File: config.mk
export PLATFORM = sky130hd
export DESIGN_NAME = fir_stream_feeder_flat
export DESIGN_NICKNAME = d
export VERILOG_FILES = /design/src/rtl/fir_stream_feeder_if.sv /design/src/rtl/fir_stream_feeder.sv /design/src/flat_wrapper.sv
export SDC_FILE = /design/constraint.sdc
export NUM_CORES = 1
export LEC_CHECK = 0
export CORE_ASPECT_RATIO = 0.75
export CORE_UTILIZATION = 55
export DETAILED_ROUTE_END_ITERATION = 12
export PLACE_DENSITY = 0.77
export SLEW_MARGIN = 20
export SYNTH_ARGS = -nofsm -noshare
export SYNTH_HDL_FRONTEND = slang
export SYNTH_SLANG_ARGS = --single-unit
File: constraint.sdc
create_clock -name clk -period 3.79 [get_ports clk]
set_input_delay 0.379 -clock clk [delete_from_list [all_inputs] [get_ports clk]]
set_output_delay 0.379 -clock clk [all_outputs]
set_load 0.005 [all_outputs]
File: src/rtl/fir_stream_feeder_if.sv
// Host byte port and FIR-side drive lines of the stream feeder.
// The slave modport is the feeder's view; the master modport drives bytes and observes the filter side.
interface fir_stream_feeder_if #(
    parameter int DATA_W = 6
) ();
    logic [7:0]        in_data;
    logic              in_valid;
    logic              in_ready;
    logic [DATA_W-1:0] x_n;
    logic              x_valid;
    logic              set_coeffs;
    logic              coef_done;
    logic              busy;
    logic              err;

    modport master (
        output in_data, in_valid,
        input  in_ready, x_n, x_valid, set_coeffs, coef_done, busy, err
    );

    modport slave (
        input  in_data, in_valid,
        output in_ready, x_n, x_valid, set_coeffs, coef_done, busy, err
    );
endinterface

File: src/rtl/fir_stream_feeder.sv
// Buffers tagged host bytes and paces them onto the FIR x_n/x_valid lines,
// framing coefficient groups with set_coeffs.
//
// state | meaning
// IDLE  | issue samples, drop reserved bytes, coefficient head opens a group
// COEF  | set_coeffs high, issuing coefficient words one per pace slot
// DONE  | last tap issued; next edge drops set_coeffs and pulses coef_done
module fir_stream_feeder #(
    parameter int DATA_W     = 6,
    parameter int NUM_TAPS   = 4,
    parameter int FIFO_DEPTH = 4,
    parameter int PACE       = 4
) (
    input  logic               clk,
    input  logic               rst_n,
    fir_stream_feeder_if.slave bus
);
    localparam int PW  = $clog2(FIFO_DEPTH);
    localparam int CW  = PW + 1;
    localparam int PCW = $clog2(PACE + 1);
    localparam int TW  = $clog2(NUM_TAPS + 1);

    typedef enum logic [1:0] {IDLE, COEF, DONE} state_t;

    state_t            r_state;
    state_t            w_state_nxt;
    logic [7:0]        r_mem [FIFO_DEPTH];
    logic [PW-1:0]     r_wr_ptr;
    logic [PW-1:0]     r_rd_ptr;
    logic [CW-1:0]     r_count;
    logic [PCW-1:0]    r_pace_cnt;
    logic [TW-1:0]     r_tap_cnt;
    logic [TW-1:0]     w_tap_nxt;
    logic [DATA_W-1:0] r_x_n;
    logic              r_x_valid;
    logic              r_set_coeffs;
    logic              r_coef_done;
    logic              r_err;

    logic              w_full;
    logic              w_empty;
    logic              w_push;
    logic              w_pop;
    logic              w_issue;
    logic              w_err_set;
    logic              w_pace_rdy;
    logic [7:0]        w_head;
    logic [1:0]        w_tag;

    assign w_full     = (r_count == CW'(FIFO_DEPTH));
    assign w_empty    = (r_count == '0);
    assign w_push     = bus.in_valid && !w_full;
    assign w_head     = r_mem[r_rd_ptr];
    assign w_tag      = w_head[7:6];
    assign w_pace_rdy = (r_pace_cnt == '0);

    // No write bypass: a full buffer refuses the byte even on a popping edge.
    always_ff @(posedge clk) begin
        if (w_push) begin
            r_mem[r_wr_ptr] <= bus.in_data;
        end
    end

    always_ff @(posedge clk or negedge rst_n) begin
        if (!rst_n) begin
            r_wr_ptr <= '0;
            r_rd_ptr <= '0;
            r_count  <= '0;
        end else begin
            if (w_push) begin
                r_wr_ptr <= r_wr_ptr + PW'(1);
            end
            if (w_pop) begin
                r_rd_ptr <= r_rd_ptr + PW'(1);
            end
            case ({w_push, w_pop})
                2'b10:   r_count <= r_count + CW'(1);
                2'b01:   r_count <= r_count - CW'(1);
                default: r_count <= r_count;
            endcase
        end
    end

    always_comb begin
        w_state_nxt = r_state;
        w_tap_nxt   = r_tap_cnt;
        w_pop       = 1'b0;
        w_issue     = 1'b0;
        w_err_set   = 1'b0;
        case (r_state)
            IDLE: begin
                if (!w_empty) begin
                    case (w_tag)
                        2'b00: begin
                            w_pop   = w_pace_rdy;
                            w_issue = w_pace_rdy;
                        end
                        2'b01: w_state_nxt = COEF;
                        default: begin
                            w_pop     = 1'b1;
                            w_err_set = 1'b1;
                        end
                    endcase
                end
            end
            COEF: begin
                if (!w_empty) begin
                    case (w_tag)
                        2'b01: begin
                            if (w_pace_rdy) begin
                                w_pop     = 1'b1;
                                w_issue   = 1'b1;
                                w_tap_nxt = r_tap_cnt + TW'(1);
                                if (r_tap_cnt == TW'(NUM_TAPS - 1)) begin
                                    w_state_nxt = DONE;
                                end
                            end
                        end
                        // A sample inside a group aborts it; the sample stays queued for IDLE.
                        2'b00: begin
                            w_err_set   = 1'b1;
                            w_tap_nxt   = '0;
                            w_state_nxt = IDLE;
                        end
                        default: begin
                            w_pop     = 1'b1;
                            w_err_set = 1'b1;
                        end
                    endcase
                end
            end
            DONE: begin
                w_tap_nxt   = '0;
                w_state_nxt = IDLE;
            end
            default: w_state_nxt = IDLE;
        endcase
    end

    always_ff @(posedge clk or negedge rst_n) begin
        if (!rst_n) begin
            r_state      <= IDLE;
            r_tap_cnt    <= '0;
            r_pace_cnt   <= '0;
            r_x_n        <= '0;
            r_x_valid    <= 1'b0;
            r_set_coeffs <= 1'b0;
            r_coef_done  <= 1'b0;
            r_err        <= 1'b0;
        end else begin
            r_state      <= w_state_nxt;
            r_tap_cnt    <= w_tap_nxt;
            r_x_valid    <= w_issue;
            r_set_coeffs <= (w_state_nxt == COEF) || (w_state_nxt == DONE);
            r_coef_done  <= (r_state == DONE);
            r_err        <= r_err | w_err_set;
            if (w_issue) begin
                r_x_n      <= DATA_W'(w_head[5:0]);
                r_pace_cnt <= PCW'(PACE - 1);
            end else if (!w_pace_rdy) begin
                r_pace_cnt <= r_pace_cnt - PCW'(1);
            end
        end
    end

    assign bus.in_ready   = !w_full;
    assign bus.x_n        = r_x_n;
    assign bus.x_valid    = r_x_valid;
    assign bus.set_coeffs = r_set_coeffs;
    assign bus.coef_done  = r_coef_done;
    assign bus.busy       = !w_empty || (r_state != IDLE);
    assign bus.err        = r_err;
endmodule

File: src/flat_wrapper.sv
// flat-port wrapper written by rule: the top's interface ports become plain ports
module fir_stream_feeder_flat 
#(
    parameter int DATA_W     = 6,
    parameter int NUM_TAPS   = 4,
    parameter int FIFO_DEPTH = 4,
    parameter int PACE       = 4
)
  (clk, rst_n, bus_in_data, bus_in_valid, bus_in_ready, bus_x_n, bus_x_valid, bus_set_coeffs, bus_coef_done, bus_busy, bus_err);
  fir_stream_feeder_if #(.DATA_W(DATA_W)) bus_i ();
  input  logic clk;
  input  logic rst_n;
  input wire logic [$bits(bus_i.in_data)-1:0] bus_in_data;
  input wire logic [$bits(bus_i.in_valid)-1:0] bus_in_valid;
  output wire logic [$bits(bus_i.in_ready)-1:0] bus_in_ready;
  output wire logic [$bits(bus_i.x_n)-1:0] bus_x_n;
  output wire logic [$bits(bus_i.x_valid)-1:0] bus_x_valid;
  output wire logic [$bits(bus_i.set_coeffs)-1:0] bus_set_coeffs;
  output wire logic [$bits(bus_i.coef_done)-1:0] bus_coef_done;
  output wire logic [$bits(bus_i.busy)-1:0] bus_busy;
  output wire logic [$bits(bus_i.err)-1:0] bus_err;
  assign bus_i.in_data = bus_in_data;
  assign bus_i.in_valid = bus_in_valid;
  assign bus_in_ready = bus_i.in_ready;
  assign bus_x_n = bus_i.x_n;
  assign bus_x_valid = bus_i.x_valid;
  assign bus_set_coeffs = bus_i.set_coeffs;
  assign bus_coef_done = bus_i.coef_done;
  assign bus_busy = bus_i.busy;
  assign bus_err = bus_i.err;
  fir_stream_feeder #(.DATA_W(DATA_W), .NUM_TAPS(NUM_TAPS), .FIFO_DEPTH(FIFO_DEPTH), .PACE(PACE)) u_core (.clk(clk), .rst_n(rst_n), .bus(bus_i));
endmodule
==> After elaboration in Yosys (flattened, before gate mapping) <==
Memory sizes are Yosys's and may differ from the RTL's.
Index checks and enable logic that the tools add are counted.
{ "totals": {"register_bits": 25, "mem_bits_rw": 32, "output_inout_bits": 12, "word_cells": 78, "mem_count": 1} }
{ "op_classes": {"add_sub_neg": 6, "n_eq_ne": 13, "muxes": 32, "bitwise_logic": 1, "n_reduce_logical": 14} }
{ "mem_list": {"columns": ["memory", "words", "width", "rd", "rd_clocked_by_memory_dff", "write_ports", "line", "text"], "rows": [
  ["u_core.r_mem", 4, 8, 1, 0, 1, "fir_stream_feeder.sv:27", "logic [7:0] r_mem [FIFO_DEPTH];"]
]} }
{ "ops": {"columns": ["op", "count"], "rows": [
  ["$pmux W3 S2", 3],
  ["$mux W1", 13],
  ["$mux W3", 4],
  ["$mux W2", 5],
  ["$pmux W1 S2", 5],
  ["$eq A2 B1 Y1 const B", 4],
  ["$pmux W2 S2", 2],
  ["$add A3 B1 Y3 const B", 2],
  ["$eq A2 B2 Y1 const B", 3],
  ["$logic_not A3 Y1", 2],
  ["$ne A3 B2 Y1 const B", 2],
  ["$reduce_bool A2 Y1", 3],
  ["$sub A3 B1 Y3 const B", 2],
  ["$add A2 B1 Y2 const B", 2],
  ["$logic_not A2 Y1", 2],
  ["$reduce_and A4 Y1", 1],
  ["$eq A3 B2 Y1 const B", 1],
  ["$eq A3 B3 Y1 const B", 1],
  ["$logic_not A1 Y1", 2],
  ["$logic_or A1 B1 Y1", 2],
  ["$ne A2 B1 Y1 const B", 1],
  ["$ne A2 B2 Y1 const B", 1],
  ["$reduce_or A2 Y1", 1],
  ["$logic_and A1 B1 Y1", 1],
  ["$or A1 B1 Y1", 1]
]} }

==> Depth between registers and ports, before layout <==
{ "logic_depth": {"ltp_word": 8, "ltp_mapped": 13, "depth_no_buf": 12} }

==> Worst setup path after synthesis <==
Ideal clock, no wire load.
{ "synth_timing": {"path_type": "register to register", "start": "reg u_core.r_state[0]", "end": "reg u_core.r_count[2]", "setup_ps": 79, "arrival_time_ps": 2486, "required_ps": 3711, "path_slack_ps": 1225, "path_stages_with_launch": 14, "path_buffers": 1, "path_cell_list": "dfrtp_1 -> inv_1 -> ha_1 -> clkbuf_1 -> inv_1 -> mux2i_1 -> nand2_1 -> a21oi_1 -> ha_1 -> inv_1 -> fa_1 -> xor2_1 -> nor2_1 -> xor2_1"} }
{ "synth_via": {"elab_chain_len": 4, "elab_cells_between_ends": 7} }
{ "synth_lines": {"columns": ["item", "line", "text"], "rows": [
  ["start, declared", "fir_stream_feeder.sv:25", "state_t r_state;"],
  ["start signal, assigned", "fir_stream_feeder.sv:151", "r_state <= w_state_nxt;"],
  ["$eq A2 B1 Y1 or $logic_not A2 Y1 (tied branches)", "fir_stream_feeder.sv:90", "case (r_state)"],
  ["$pmux W1 S2 (*)", "fir_stream_feeder.sv:90", null],
  ["via u_core.w_pop", "fir_stream_feeder.sv:43", "logic w_pop;"],
  ["$eq A2 B1 Y1 or $eq A2 B2 Y1 (tied branches)", "fir_stream_feeder.sv:76", "case ({w_push, w_pop})"],
  ["$pmux W3 S2 or $reduce_bool A2 Y1 (tied branches)", null, null],
  ["end signal, assigned", "fir_stream_feeder.sv:77", "2'b10: r_count <= r_count + CW'(1);"],
  ["end signal, assigned", "fir_stream_feeder.sv:78", "2'b01: r_count <= r_count - CW'(1);"],
  ["end signal, assigned", "fir_stream_feeder.sv:79", "default: r_count <= r_count;"],
  ["end, declared", "fir_stream_feeder.sv:30", "logic [CW-1:0] r_count;"]
]} }
Mark *: on every way through the listed nets, which the timed path passes. The rest lies on a longest branch.
A chain may end at the register's enable or synchronous reset.

==> Worst setup path after layout <==
{ "layout_timing": {"start": "reg u_core.r_rd_ptr[0]", "end": "reg u_core.r_count[2]"} }
{ "layout_via": {"elab_chain_len": 7, "elab_cells_between_ends": 12} }
{ "layout_lines": {"columns": ["item", "line", "text"], "rows": [
  ["start, declared", "fir_stream_feeder.sv:29", "logic [PW-1:0] r_rd_ptr;"],
  ["start signal, assigned", "fir_stream_feeder.sv:74", "r_rd_ptr <= r_rd_ptr + PW'(1);"],
  ["$mem_v2 Z4 W8 (*)", null, null],
  ["$eq A2 B1 Y1 or $logic_not A2 Y1 (tied branches)", "fir_stream_feeder.sv:93, fir_stream_feeder.sv:108", null],
  ["$pmux W1 S2, on equally long branches", "fir_stream_feeder.sv:108, fir_stream_feeder.sv:93", null],
  ["$mux W1, on equally long branches", "fir_stream_feeder.sv:107, fir_stream_feeder.sv:92", null],
  ["$pmux W1 S2 (*)", "fir_stream_feeder.sv:90", null],
  ["via u_core.w_pop", "fir_stream_feeder.sv:43", null],
  ["$eq A2 B1 Y1 or $eq A2 B2 Y1 (tied branches)", "fir_stream_feeder.sv:76", null],
  ["$pmux W3 S2 or $reduce_bool A2 Y1 (tied branches)", null, null]
]} }
Marked as above.

==> results.cfg <==
[status]
status = finished clean

[setup_path]
slowest_stage = dfrtp_1
criticalPathCategory = flip-flop to flip-flop
end_kind = flip-flop
cp_max_fo = 13
cp.arrival_ps = 3460
cp-start-kind = flip-flop
timing.critical_path.mode_cell = xor2_1
worstPathRequired_ps = 4040
path_cells = mux4_2, mux2i_1, nand2_1, a21oi_1, ha_1, inv_1, fa_1, xor2_1, nor2_1, xor2_1
max_stage_delay_ps = 770

[placement]
gp_congestion = 0.823
numPortBuffers = 22
pre_cts_slack_ps = 569
hpwl_mm = 3.04
placed_area_sq_um = 2850
dp.cells = 252

[finish]
fill_cells = 301
drive_gt1_frac = 0.156
final_area_sq_um = 3060
diodes = 0
areaGrowthSynthToFinish_pct = 19.6
final_cells = 268
final_core_util = 0.685
nets = 230

[pwr]
powerDensity_nw_per_um2 = 821
p_leak_nw = 1.22
vdd_ir_drop_max_mv = 0.508
total_power_mw = 2.51

[yosys]
syn_area_sq_um = 2560
synth-seq-cells = 57
synthArstFlopShare = 0.439
synth_flop_cell = edfxtp_1
synth_seq_area_share = 0.620
ys_types = 38
syn-num-nets = 199
yosysWarnings = 0
synth_edf_count = 32
synthCells = 175
syn_avg_cell_area_sq_um = 14.6

[timing]
fin_crit_sh = 0.847
tightest_slew_ps = 661
drv_slew = 0
timing.final.crit_period_ps = 3210
max_freq_ghz = 0.312
finClkSkew_ps = 3.21
fin_hold_ws_ps = 411
worst_slack_ps = 581
rsz0062_at_grt = false
max_slew_margin = 0.559
setup-violations-final = 0
hold_viol = 0
setup_tns_ps = 0

[global_routing]
grt_max_degree = 26
grt.overflow.total = 0
first_global_vias = 1482
antenna_found_initial = 0
grt_pass1_wl_mm = 7.27
gr-usage-all-layers = 0.216

[clocking]
postCtsSetupBuffers = 0
insertion_delay_ps = 330
cts_resized = 0
cts-htree-levels = 3
clockBufferDepth = 2
cts_buffers = 9
cts_num_sinks = 57
cts_tree = yes
root_buffer = clkbuf_8
postCtsHoldBufs = 0
clk_pin_slew_ps = 60

[die]
row_count = 21
dieWidth_um = 80.8
die-area_sq_um = 4930
start_util = 0.573
core_area_sq_um = 4470
fp.dieH_um = 61.1
ios = 23

[route]
ant_nets = 0
post_drt_wl_per_cell_um = 16.6
drc = 0
vias = 1529
drtIter0Drc = 69
wl_mm = 4.45
viasPerCell = 5.71
first_pass_iters = 4

[flow_run]
cap_violations = 0

[min_path]
hp-class = input port to async pin
[layout make-up]
class | count | area, sq um | area share
multi-input cells | 97 | 891 | 0.291
inverters | 17 | 63.8 | 0.0209
clock buffers | 11 | 131 | 0.0429
flip-flops and latches | 57 | 1590 | 0.519
clock inverters | 5 | 80.1 | 0.0262
repair buffers | 24 | 235 | 0.0769
well taps | 57 | 71.3 | 0.0233
[kinds of logic after synthesis]
group	Yosys count	synth area share
AOI/OAI and AO/OA	26	0.0670
buffers and inverters	21	0.0318
and+or+nand+nor	34	0.0773
muxes	17	0.113
DFF	57	0.620
xor gates and xnor gates	7	0.0240
adders and majority gates	13	0.0665
[cells in the mapped netlist, types with 2 or more instances]
master | n | area [sq um]
nor2_1 | 2 | 7.51
ha_1 | 12 | 150
nand2_1 | 9 | 33.8
o21ai_0 | 8 | 40.0
dfrtp_1 | 25 | 626
nor4b_1 | 2 | 17.5
and3_1 | 4 | 25.0
o31ai_1 | 2 | 15.0
edfxtp_1 | 32 | 961
nor4_1 | 2 | 12.5
a21o_1 | 2 | 15.0
mux4_2 | 9 | 203
inv_1 | 17 | 63.8
nand3_1 | 2 | 10.0
a211oi_1 | 2 | 15.0
xnor2_1 | 3 | 26.3
nor3_1 | 3 | 15.0
clkbuf_1 | 2 | 7.51
mux2_2 | 6 | 67.6
a21oi_1 | 2 | 10.0
mux2i_1 | 2 | 20.0
xor2_1 | 4 | 35.0
nand2b_1 | 6 | 37.5
buf_2 | 2 | 10.0
o21bai_1 | 2 | 15.0
[routing by layer]
| layer | global-route usage | part of all wire |
|---|---|---|
| met1 | 0.267 | 0.44 |
| met5 | 0 | 0 |
| met2 | 0.339 | 0.48 |
| met3 | 0.0815 | 0.048 |
| met4 | 0.115 | 0.024 |
[critical path: cells and delay by family, from the launching register on]
family          cells  cell delay, ps
fa+ha+maj           2             670
simple gates        2             270
xor+xnor            2             340
mux                 2             770
compound gates      1             250
buf+inv             1              70
flops               1             770
[sequential cells by signal, indices dropped and copies added (netlist names), 2 cells and up]
name               cells
u_core.r_wr_ptr        2
u_core.r_tap_cnt       3
u_core.r_mem          32
u_core.r_state         2
u_core.bus.x_n         6
u_core.r_count         3
u_core.r_rd_ptr        2
u_core.r_pace_cnt      3
[placed cells by master, fill, tap and decap left out, types with 4 or more instances in the layout]
cell and instances:
dfrtp_1 25, clkbuf_8 9, ha_1 12, inv_1 17, xor2_1 4, nand2b_1 6, nand2_1 9, and3_1 4
edfxtp_1 32, mux4_2 9, mux2_2 6, clkdlybuf4s50_1 22, o21ai_0 8
[where the power goes]
part	switching [mW]	internal [mW]
clock	0.230	0.369
combinational	0.445	0.464
sequential	0.151	0.853
[final timing paths]
path | startpoint | to | slack (ps) | depth (start not counted)
min in group clk | u_core.bus.err | u_core.bus.err | 470 | 1
worst max register to register | u_core.r_rd_ptr[0] | u_core.r_count[2] | 580 | 10
worst min register to register | u_core.bus.err | u_core.bus.err | 470 | 1
worst min-delay path | rst_n | u_core.bus.set_coeffs | 410 | 2
worst max-delay path | u_core.r_rd_ptr[0] | u_core.r_count[2] | 580 | 10
max in group asynchronous | rst_n | u_core.bus.x_n[4] | 3130 | 2
Note: power is estimated with default switching activity, not from simulation.
